==> config.mk <==
export PLATFORM = sky130hd
export DESIGN_NAME = fp_input_arbiter
export DESIGN_NICKNAME = d
export VERILOG_FILES = /design/src/rtl/fp_input_arbiter.sv
export SDC_FILE = /design/constraint.sdc
export NUM_CORES = 1
export LEC_CHECK = 0
export ABC_AREA = 1
export BUFFER_PORTS_ARGS = -buffer_cell sky130_fd_sc_hd__buf_2
export CAP_MARGIN = 25
export CORE_ASPECT_RATIO = 2
export CORE_MARGIN = 4
export CORE_UTILIZATION = 49
export DETAILED_ROUTE_END_ITERATION = 8
export PLACE_DENSITY = 0.86
export REMOVE_ABC_BUFFERS = 1
export SLEW_MARGIN = 15
export SYNTH_ARGS = -nofsm -noshare
export SYNTH_HDL_FRONTEND = slang
export SYNTH_SLANG_ARGS = --single-unit
export TNS_END_PERCENT = 30
==> constraint.sdc <==
create_clock -name CLK -period 1.91 [get_ports CLK]
set_input_delay 0.0955 -clock CLK [delete_from_list [all_inputs] [get_ports CLK]]
set_output_delay 0.0955 -clock CLK [all_outputs]
set_load 0.005 [all_outputs]
==> src/rtl/fp_input_arbiter.sv <==
// Two-channel round-robin merge arbiter feeding the FP stage over 4-phase Send/Ack.
// Holds the granted packet in a buffer, discards delete-flagged packets and keeps saturating statistics.
module fp_input_arbiter #(
    parameter int PACK_W = 64,
    parameter int CNT_W  = 16
) (
    input  logic              CLK,
    input  logic              MR,
    input  logic              Send_in0,
    input  logic [PACK_W-1:0] PACKET_IN0,
    input  logic              DEL0,
    output logic              Ack_out0,
    input  logic              Send_in1,
    input  logic [PACK_W-1:0] PACKET_IN1,
    input  logic              DEL1,
    output logic              Ack_out1,
    output logic              Send_out,
    input  logic              Ack_in,
    output logic [PACK_W-1:0] PACKET_OUT,
    input  logic              CNT_CLR,
    output logic [CNT_W-1:0]  GNT_CNT0,
    output logic [CNT_W-1:0]  GNT_CNT1,
    output logic [CNT_W-1:0]  DROP_CNT
);

    typedef enum logic [1:0] {IDLE, CAPT, OUT_REQ, OUT_REL} state_t;

    localparam logic [CNT_W-1:0] CNT_ONE = {{(CNT_W-1){1'b0}}, 1'b1};
    localparam logic [CNT_W-1:0] CNT_MAX = {CNT_W{1'b1}};

    state_t             state_q, state_d;
    logic               last_grant_q, last_grant_d;
    logic               del_q, del_d;
    logic [PACK_W-1:0]  buf_q, buf_d;
    logic               ack0_q, ack0_d;
    logic               ack1_q, ack1_d;
    logic               send_out_q, send_out_d;
    logic [CNT_W-1:0]   gnt_cnt0_q, gnt_cnt0_d;
    logic [CNT_W-1:0]   gnt_cnt1_q, gnt_cnt1_d;
    logic [CNT_W-1:0]   drop_cnt_q, drop_cnt_d;
    logic               grant_ch;
    logic               inc0, inc1, inc_drop;
    logic               cur_send;

    // last_grant_q doubles as the channel currently being served once out of IDLE
    assign cur_send = last_grant_q ? Send_in1 : Send_in0;

    always_comb begin
        state_d      = state_q;
        last_grant_d = last_grant_q;
        del_d        = del_q;
        buf_d        = buf_q;
        ack0_d       = ack0_q;
        ack1_d       = ack1_q;
        send_out_d   = send_out_q;
        grant_ch     = 1'b0;
        inc0         = 1'b0;
        inc1         = 1'b0;
        inc_drop     = 1'b0;

        case (state_q)
            IDLE: begin
                if (Send_in0 || Send_in1) begin
                    grant_ch     = (Send_in0 && Send_in1) ? ~last_grant_q : Send_in1;
                    last_grant_d = grant_ch;
                    buf_d        = grant_ch ? PACKET_IN1 : PACKET_IN0;
                    del_d        = grant_ch ? DEL1 : DEL0;
                    if (grant_ch) begin
                        ack1_d = 1'b1;
                        inc1   = 1'b1;
                    end else begin
                        ack0_d = 1'b1;
                        inc0   = 1'b1;
                    end
                    state_d = CAPT;
                end
            end
            CAPT: begin
                if (!cur_send) begin
                    ack0_d = 1'b0;
                    ack1_d = 1'b0;
                    if (del_q) begin
                        inc_drop = 1'b1;
                        state_d  = IDLE;
                    end else begin
                        send_out_d = 1'b1;
                        state_d    = OUT_REQ;
                    end
                end
            end
            OUT_REQ: begin
                if (Ack_in) begin
                    send_out_d = 1'b0;
                    state_d    = OUT_REL;
                end
            end
            OUT_REL: begin
                if (!Ack_in) begin
                    state_d = IDLE;
                end
            end
            default: state_d = IDLE;
        endcase
    end

    // A clear wins over an increment landing on the same edge
    always_comb begin
        gnt_cnt0_d = gnt_cnt0_q;
        gnt_cnt1_d = gnt_cnt1_q;
        drop_cnt_d = drop_cnt_q;
        if (CNT_CLR) begin
            gnt_cnt0_d = '0;
            gnt_cnt1_d = '0;
            drop_cnt_d = '0;
        end else begin
            if (inc0 && gnt_cnt0_q != CNT_MAX) gnt_cnt0_d = gnt_cnt0_q + CNT_ONE;
            if (inc1 && gnt_cnt1_q != CNT_MAX) gnt_cnt1_d = gnt_cnt1_q + CNT_ONE;
            if (inc_drop && drop_cnt_q != CNT_MAX) drop_cnt_d = drop_cnt_q + CNT_ONE;
        end
    end

    always_ff @(posedge CLK or negedge MR) begin
        if (!MR) begin
            state_q      <= IDLE;
            last_grant_q <= 1'b1;
            del_q        <= 1'b0;
            buf_q        <= '0;
            ack0_q       <= 1'b0;
            ack1_q       <= 1'b0;
            send_out_q   <= 1'b0;
            gnt_cnt0_q   <= '0;
            gnt_cnt1_q   <= '0;
            drop_cnt_q   <= '0;
        end else begin
            state_q      <= state_d;
            last_grant_q <= last_grant_d;
            del_q        <= del_d;
            buf_q        <= buf_d;
            ack0_q       <= ack0_d;
            ack1_q       <= ack1_d;
            send_out_q   <= send_out_d;
            gnt_cnt0_q   <= gnt_cnt0_d;
            gnt_cnt1_q   <= gnt_cnt1_d;
            drop_cnt_q   <= drop_cnt_d;
        end
    end

    assign Ack_out0   = ack0_q;
    assign Ack_out1   = ack1_q;
    assign Send_out   = send_out_q;
    assign PACKET_OUT = buf_q;
    assign GNT_CNT0   = gnt_cnt0_q;
    assign GNT_CNT1   = gnt_cnt1_q;
    assign DROP_CNT   = drop_cnt_q;

endmodule

==> impl_metrics.ini <==
[status]
status = completed

[power]
power_mw = 11.0
cellPowerDensity_nw_per_um2 = 1130
peakVddDrop_mv = 0.789
p_leak_nw = 5.15

[synthesis]
syn-cell-area_um2 = 6250
seq_area_frac_synth_pct = 47.7
synth_xor_area_share_pct = 2.38
synth_simple_gate_area_share_pct = 40.6
netlist-cell-type-count = 27
synth_top_area_cell = dfrtp_1
synth-compound-area-share_pct = 2.96
synth_top_area_share_pct = 47.2
yosys_warnings = 0
synthTopCellsByArea = dfrtp_1 (47%), nand2_1 (24%), nand3_1 (9.2%)
avgSynthCellArea_um2 = 7.27
synthMuxAreaShare_pct = 0
synth_fa_ha_area_share_pct = 0.600
synth_seq_cells = 119
synth_top_family_by_area = simple AND/OR/NAND/NOR gates
synth_cells = 860

[clock_network]
clk_path_buf_depth = 2
cts_tree = yes
clock_latency_ns = 0.41
h-tree-depth = 4
clk_pin_slew_ns = 0.06
clock-sinks = 119
cts_root_buf = clkbuf_16
numCtsBuffers = 17

[finish]
fin_area_um2 = 9680
drive_gt1_share_pct = 25.5
num-nets-final = 1389
mostFrequentLayoutCells = nand2_1 (407), buf_2 (249), dlygate4sd3_1 (132)
final_common_cell = nand2_1
area_delta_synth_final_pct = 54.9
stdcell_count = 1415

[sta]
worstMarginPinSlew_ns = 0.561
slew_viol_final = 0
max_freq_ghz = 0.553
hold_viol_final = 0
relSlewSlack_pct = 62.5
min_period_ns = 1.81
setup_viol = 0
finalCritPeriodShare_pct = 94.7
clock_skew_ns = 0.0163

[placed_design]
portBuffers = 250
gp_congestion = 0.943
dp.cells = 1248
dp_hpwl_mm = 13.9
place_area_um2 = 7710

[floorplan]
die_area_um2 = 14700
start_util_pct = 49.8
die_w_um = 87.9
die_y_um = 168
num_rows = 58
core_area_um2 = 12600
ioPinCount = 251

[setup_path]
crit_path_end_kind = flip-flop
start_kind = flip-flop
reg2regPathDepth = 8
r2r_end = DROP_CNT[13]$_DFFE_PN0P_
r2r_slack_ns = 0.10
crit_type = reg2reg
crit_required_ns = 2.22
arrival_ns = 2.12
r2r-start = DROP_CNT[0]$_DFFE_PN0P_
worstPathMaxFanout = 7

[global_routing]
grt.total_usage_pct = 34.6
grt_overflow_total = 0
grt_pass1_wl_mm = 39.6
grt_max_degree = 64
grt_pass1_vias = 8147
antenna_found_initial = 2

[worst_hold_path]
hold_path_depth = 4
hp-class = in2reg
hp-start = CNT_CLR
whs_endpoint = DROP_CNT[7]$_DFFE_PN0P_

[drt]
via_count = 7799
drt_iter0_drc = 512
antenna_left = 0
wl_per_cell_um = 17.7
drc = 0
firstDrtPassIters = 5
wirelength_mm = 25.1
post_drt_via_cell_ratio = 5.51

[run]
cap_violations = 0
==> critical path, stage by stage (launching register included) <==
cell and delay (ns):
dfrtp_1 0.42, ha_1 0.25, nand2_1 0.09, nor2_2 0.05, nand2_1 0.12, clkinv_1 0.10
nand2_1 0.14, nand3_1 0.24, o21ai_0 0.30
==> state kept, by name, indices dropped and copies added (netlist names), named ones only <==
signal / count
Ack_out1: 1
Send_out: 1
GNT_CNT1: 16
PACKET_OUT: 64
state_q: 1
Ack_out0: 1
last_grant_q: 1
GNT_CNT0: 16
DROP_CNT: 16
del_q: 1
==> per-stage QoR <==
step	util, %	hold slack (ns)	worst slack (ns)	setup TNS (ns)
global route	77.1	0.193	-0.00336	-0.00336
floorplan	-	-0.200	-0.439	-15.85
finish	77.1	0.172	0.101	0
CTS	77.0	0.150	0.0337	0
detailed placement	61.4	0.0684	0.0994	0
global placement	61.4	0.0676	0.194	0
==> cells in the mapped netlist <==
cell,count
a21oi_1,1
buf_1,2
buf_2,19
buf_4,1
buf_6,3
clkbuf_1,3
clkinv_1,1
dfrtp_1,118
dfstp_2,1
ha_1,3
inv_1,51
inv_2,4
nand2_1,407
nand2_2,3
nand3_1,115
nand3b_1,2
nand4_1,14
nor2_1,52
nor2_2,5
nor2_4,7
nor3_1,1
o211ai_1,1
o21ai_0,17
o21ai_1,1
o21bai_1,11
xnor2_1,4
xor2_1,13
==> where the power goes <==
part	internal (mW)	switching, mW
combinational	1.50	2.11
sequential	3.32	0.567
clock	2.23	1.25
==> timing repair <==
item,in CTS,in global routing
buffers inserted,0,1
hold endpoints to repair,95,0
hold buffers,132,0
endpoints found under the setup margin,0,9
gates resized for setup,0,2
==> how the worst max path moves through the flow <==
| stage | endpoint | start | slack, ns | depth (start not counted) |
|---|---|---|---|---|
| after global routing | DROP_CNT[13]$_DFFE_PN0P_ | DROP_CNT[0]$_DFFE_PN0P_ | -0.003 | 8 |
| after global placement | DROP_CNT[8]$_DFFE_PN0P_ | DROP_CNT[0]$_DFFE_PN0P_ | 0.19 | 10 |
| final | DROP_CNT[13]$_DFFE_PN0P_ | DROP_CNT[0]$_DFFE_PN0P_ | 0.10 | 8 |
| after detailed placement | DROP_CNT[3]$_DFFE_PN0P_ | DROP_CNT[1]$_DFFE_PN0P_ | 0.1 | 10 |
| after floorplan | GNT_CNT0[1]$_DFFE_PN0P_ | last_grant_q$_DFFE_PN1P_ | -0.44 | 8 |
| after CTS | del_q$_DFFE_PN0P_ | last_grant_q$_DFFE_PN1P_ | 0.03 | 7 |
==> cell type report <==
type,instances,area [um^2]
clock buffers,18,439
fillers,837,2870
diodes,2,5.00
repair buffers,399,2750
flip-flops and latches,119,2980
inverters,56,210
well taps,150,188
clock inverters,14,198
multi-input cells,657,2910
==> logic make-up (layout without fill, tap and decap cells) <==
family | Yosys count | after routing
other | 0 | 2
buffers and inverters | 84 | 487
xor gates and xnor gates | 17 | 17
and+or+nand+nor | 606 | 606
DFF | 119 | 119
AOI/OAI and AO/OA | 31 | 31
adders and majority gates | 3 | 3
==> layer usage <==
metal	routed length (um)	share of wire, %	vias to the layer above	global-route usage, %
li1	-	-	3497	-
met1	8350	33	3632	36.3
met2	13000	52	517	59.0
met3	2010	8.0	153	7.58
met4	1760	7.0	0	24.5
met5	0	0	-	0
Power figures use the tool's default switching activity.
